$ cat src/rtl/switch_debouncer_pkg.sv
// switch_debouncer_pkg: default constants and prescaler period helper for the switch debouncer
// Exports SW_WIDTH, CLK_50_HZ, DEBOUNCE_SAMPLE_HZ, DEBOUNCE_STABLE and calc_period().
package switch_debouncer_pkg;

    localparam int SW_WIDTH           = 18;
    localparam int CLK_50_HZ          = 50000000;
    localparam int DEBOUNCE_SAMPLE_HZ = 1000;
    localparam int DEBOUNCE_STABLE    = 4;

    function automatic int calc_period(input int clk_hz, input int sample_hz);
        return clk_hz / sample_hz;
    endfunction

endpackage

$ cat src/rtl/debounce_cell.sv
// debounce_cell: one-bit synchronizer, sample history and level acceptance
// Ports: Clock_50 clock, Resetn async active-low reset, tick sample strobe,
//        sw_i raw switch bit, db_o debounced bit, chg_o one-cycle change flag.
module debounce_cell
    import switch_debouncer_pkg::*;
#(
    parameter int STABLE_SAMPLES = DEBOUNCE_STABLE
) (
    input  logic Clock_50,
    input  logic Resetn,
    input  logic tick,
    input  logic sw_i,
    output logic db_o,
    output logic chg_o
);

    logic                      s1_q, s2_q, db_q, db_d, chg_q, chg_d;
    logic [STABLE_SAMPLES-1:0] hist_q, hist_d;

    // Only a full run of identical samples moves the output; mixed history holds it.
    always_comb begin
        hist_d = tick ? {hist_q[STABLE_SAMPLES-2:0], s2_q} : hist_q;
        db_d   = !tick ? db_q : (&hist_d) ? 1'b1 : (~|hist_d) ? 1'b0 : db_q;
        chg_d  = db_d ^ db_q;
    end

    always_ff @(posedge Clock_50 or negedge Resetn) begin
        if (!Resetn) begin
            s1_q   <= 1'b0;
            s2_q   <= 1'b0;
            hist_q <= '0;
            db_q   <= 1'b0;
            chg_q  <= 1'b0;
        end else begin
            s1_q   <= sw_i;
            s2_q   <= s1_q;
            hist_q <= hist_d;
            db_q   <= db_d;
            chg_q  <= chg_d;
        end
    end

    assign db_o  = db_q;
    assign chg_o = chg_q;

endmodule

$ cat src/rtl/switch_debouncer.sv
// switch_debouncer: debounces a vector of toggle switches for the encoder/display path
// Ports: Clock_50 clock, Resetn async active-low reset, SWITCH_I raw switches,
//        SWITCH_DB_O debounced switches, CHANGE_O one-cycle any-bit change pulse,
//        SAMPLE_TICK_O one-cycle prescaler tick, RISE_O/FALL_O per-bit edge pulses
//        (only when DEBOUNCE_EDGE_EN is defined).
module switch_debouncer
    import switch_debouncer_pkg::*;
#(
    parameter int WIDTH          = SW_WIDTH,
    parameter int CLK_FREQ_HZ    = CLK_50_HZ,
    parameter int SAMPLE_HZ      = DEBOUNCE_SAMPLE_HZ,
    parameter int STABLE_SAMPLES = DEBOUNCE_STABLE
) (
    input  logic             Clock_50,
    input  logic             Resetn,
    input  logic [WIDTH-1:0] SWITCH_I,
    output logic [WIDTH-1:0] SWITCH_DB_O,
    output logic             CHANGE_O,
    output logic             SAMPLE_TICK_O
`ifdef DEBOUNCE_EDGE_EN
    ,
    output logic [WIDTH-1:0] RISE_O,
    output logic [WIDTH-1:0] FALL_O
`endif
);

    localparam int PERIOD = calc_period(CLK_FREQ_HZ, SAMPLE_HZ);
    localparam int CW     = $clog2(PERIOD);

    logic [CW-1:0]    cnt_q, cnt_d;
    logic             tick, sample_tick_q, sample_tick_d;
    logic [WIDTH-1:0] db, chg;

    always_comb begin
        tick          = cnt_q == CW'(PERIOD - 1);
        cnt_d         = tick ? '0 : cnt_q + CW'(1);
        sample_tick_d = tick;
    end

    always_ff @(posedge Clock_50 or negedge Resetn) begin
        if (!Resetn) begin
            cnt_q         <= '0;
            sample_tick_q <= 1'b0;
        end else begin
            cnt_q         <= cnt_d;
            sample_tick_q <= sample_tick_d;
        end
    end

    for (genvar i = 0; i < WIDTH; i++) begin : g_cell
        debounce_cell #(.STABLE_SAMPLES(STABLE_SAMPLES)) u_cell (
            .Clock_50 (Clock_50),
            .Resetn   (Resetn),
            .tick     (tick),
            .sw_i     (SWITCH_I[i]),
            .db_o     (db[i]),
            .chg_o    (chg[i])
        );
    end

    assign SWITCH_DB_O   = db;
    assign CHANGE_O      = |chg;
    assign SAMPLE_TICK_O = sample_tick_q;

`ifdef DEBOUNCE_EDGE_EN
    // Decoded purely from flop outputs, so edges line up with CHANGE_O.
    assign RISE_O = db & chg;
    assign FALL_O = ~db & chg;
`endif

endmodule
$ cat config.mk
export PLATFORM = sky130hd
export DESIGN_NAME = switch_debouncer
export DESIGN_NICKNAME = d
export VERILOG_FILES = /design/src/rtl/switch_debouncer_pkg.sv /design/src/rtl/debounce_cell.sv /design/src/rtl/switch_debouncer.sv
export SDC_FILE = /design/constraint.sdc
export NUM_CORES = 1
export LEC_CHECK = 0
export BUFFER_PORTS_ARGS = -buffer_cell sky130_fd_sc_hd__buf_2
export CORE_UTILIZATION = 35
export CTS_CLUSTER_DIAMETER = 120
export DETAILED_ROUTE_END_ITERATION = 8
export GPL_TIMING_DRIVEN = 0
export PLACE_DENSITY = 0.53
export SKIP_CTS_REPAIR_TIMING = 1
export SYNTH_ARGS = -nofsm -noshare
export SYNTH_HDL_FRONTEND = slang
export SYNTH_SLANG_ARGS = --single-unit
$ cat constraint.sdc
create_clock -name Clock_50 -period 1.95 [get_ports Clock_50]
set_input_delay 0.39 -clock Clock_50 [delete_from_list [all_inputs] [get_ports Clock_50]]
set_output_delay 0.39 -clock Clock_50 [all_outputs]
set_load 0.05 [all_outputs]
==> reports/summary.txt <==
Outcome - finished with violations
Failing checks - setup timing
Number of I/O pins - 40
Worst skew pair latency - 0.42 ns
Setup TNS - -0.4131 ns
Register area share after synthesis - 62.08%
Net Sw Frac - 20.17%
CTS Buf Count - 17
Crit path kind - flop to primary output
GR Overflow Total - 0
Power, Total - 6.529 mW
Crit path time final - 2.363 ns
Final worst path period share - 121.2%
CTS tree - yes
Yosys warns - 0
Net switching power - 1.317 mW
Cell count after placement - 811
Via Count - 4170
Startpoint Class - flop
Worst-path clk slew - 0.06 ns
Final Instance Count excl. Fillers - 844
Final Hold Fails - 0
Max IR drop VDD - 0.0006300 V
Register area - 3578 µm²
Share of cells above drive strength 1 - 19.90%
IO Port Bufs - 39
Hold Path Depth - 1
Sink Count - 143
Yosys top cell area share - 62.08%
Worst clock skew - 0.009075 ns
Critical path, cell by cell - or4_4, or4_4, buf_6
Leak - 3.269 nW
H-tree depth - 4
Most used cell, CP - or4_4
Initial Util - 36.03%
Nets@finish - 636
Levels on crit path - 3
Initial antenna violation count - 0
Die Y - 130.3 µm
Clock Power Share - 52.1%
Final Max Slew Viols - 0
Largest net degree at the start of global routing - 95
Vias per inst - 4.941
Synth Register Bits - 143
Layout area overhead - 20.82%
Detail Route Antenna Nets - 0
Max Fclk - 0.4232 GHz
Slew headroom - 66.20%
RSZ-0062 raised after global routing - true
Top delay family on crit path - simple AND/OR/NAND/NOR gates
Max Cap Violations - 0
First-pass DRT Iterations - 4
CP arrival - 1.97 ns
Crit path buf inv count - 1
Routed wire length per instance - 14.43 µm
WP data required - 1.56 ns
Post-route DRC - 0
R2R cell count - 7
Vias in the first global route - 4065
Area of the multi-input gates - 1911 µm²
Total routed wirelength - 12.18 mm
Comb pwr share - 1.4%
Syn_area_per_cell - 10.39 µm²
Initial DRC count - 278
Synth area leader - dfrtp_1
Root Driver - clkbuf_16
Worst setup margin - -0.4131 ns
Fillers - 1578
Total track usage - 15.99%
Core Util, Final - 43.53%
Rows - 46
Final weighted congestion in routability-driven placement - 0.7603
Cell area after synthesis - 5764 µm²
Int Pwr - 5.212 mW
Critical-path maximum fanout - 1
ANT cells - 0
Synth area leaders - dfrtp_1 (62%), nand2_1 (10%), buf_4 (3.0%)
Slowest cell on the critical path - or4_4
Worst path max stage delay - 0.54 ns
Die ar. - 16990 µm²
Cell variety after synth - 32
Dpl hpwl - 8.037 mm
Total core area - 16000 µm²
Global-route wire length before repair - 20.48 mm
Die W - 130.3 µm
Post-Synthesis Cells - 555
Net Count, Synth - 576
Seq pwr share - 46.5%
PwrDens - 937.6 nW/µm²
Tightest Pin Transition - 0.5070 ns
Hold Crit Class - primary input to flop
Setup Viol. Count Final - 1
Max clock buf depth - 2
CP endpoint kind - primary output
[logic make-up after synthesis]
| kind of cell | Yosys count | share of synthesized area [%] |
|---|---|---|
| flops | 143 | 62.08 |
| buf+inv | 58 | 5.557 |
| xor+xnor | 14 | 2.127 |
| fa+ha+maj | 1 | 0.2170 |
| simple gates | 270 | 20.84 |
| compound gates | 69 | 9.182 |
[worst paths after layout]
check,from,endpoint,slack [ns]
max,g_cell[2].u_cell.chg_o,CHANGE_O,-0.41
max reg2reg,cnt_q[4],g_cell[4].u_cell.hist_q[0],0.15
min reg2reg,g_cell[11].u_cell.s1_q,g_cell[11].u_cell.s2_q,0.35
min,SWITCH_I[9],g_cell[9].u_cell.s1_q,0.07
min in group asynchronous,Resetn,g_cell[12].u_cell.s2_q,0.49
max in group asynchronous,Resetn,g_cell[6].u_cell.hist_q[0],0.61
[sequential cells by signal, summed over array words and instances, names as in the netlist]
register,cells
cnt_q,16
g_cell.u_cell.chg_o,18
g_cell.u_cell.db_o,18
g_cell.u_cell.hist_q,54
g_cell.u_cell.s1_q,18
g_cell.u_cell.s2_q,18
SAMPLE_TICK_O,1
[synth_stat cells]
library cell and instances:
a21oi_1 12, a31oi_1 6, and2_1 1, and3_1 2, and4_1 1, buf_2 13
buf_4 23, clkbuf_1 5, dfrtp_1 143, ha_1 1, inv_1 16, inv_2 1
nand2_1 156, nand3_1 33, nand3b_1 2, nand4_1 7, nand4_2 1, nor2_1 21
nor3_1 26, nor4_1 7, nor4_2 1, nor4b_2 1, o211ai_1 3, o21ai_0 10
o21ai_1 5, o311ai_1 9, o311ai_2 6, o41ai_1 18, or3_1 9, or4_1 2
xnor2_1 7, xor2_1 7
[metal layers]
| layer | vias up | part of all wire [%] | global-route usage [%] | wire length [µm] |
|---|---|---|---|---|
| li1 | 2015 | - | - | - |
| met1 | 2070 | 48 | 21.50 | 5846 |
| met2 | 73 | 47 | 24.44 | 5700 |
| met3 | 12 | 3.8 | 4.879 | 459 |
| met4 | 0 | 1.4 | 5.680 | 174 |
| met5 | - | 0 | 0 | 0 |
[power groups by stage]
stage                     logic [mW]  clock network (mW)  registers (mW)
after floorplan              0.00842                   0            3.08
after global routing           0.110                3.62            3.04
after global placement        0.0865                   0            3.09
final                         0.0932                3.40            3.03
after detailed placement      0.0964                   0            3.09
after CTS                     0.0973                3.48            3.03
[placed cells by master (no fill, tap or decap), types with 9 or more instances in the layout]
cell type / Yosys / layout
or3_1: 9 / 9
dfrtp_1: 143 / 143
inv_1: 16 / 16
buf_4: 23 / 24
o41ai_1: 18 / 18
o21ai_0: 10 / 10
nor2_1: 21 / 21
o311ai_1: 9 / 9
nand3_1: 33 / 33
nand2_1: 156 / 156
buf_2: 13 / 47
clkbuf_16: 0 / 17
a21oi_1: 12 / 11
nor3_1: 26 / 26
[metrics by stage]
step | instance area [µm²] | hold slack [ns] | worst slack [ns]
final | 6964 | 0.07013 | -0.4131
after global routing | 6964 | 0.04580 | -0.4680
after CTS | 6892 | -0.07756 | -0.5156
after detailed placement | 6264 | 0.3347 | -0.05732
after floorplan | 5764 | 0.09441 | 0.007462
after global placement | 6230 | 0.3319 | -1.598
[final cells by class]
type,count,share of cell area [%]
Buffer,41,3.845
Clock buffer,23,7.151
Clock inverter,9,1.868
Inverter,17,0.9163
Multi-Input combinational cell,354,27.43
Sequential cell,143,51.38
Tap cell,216,3.881
Timing Repair Buffer,41,3.521
(Power assumes the default switching activity.)
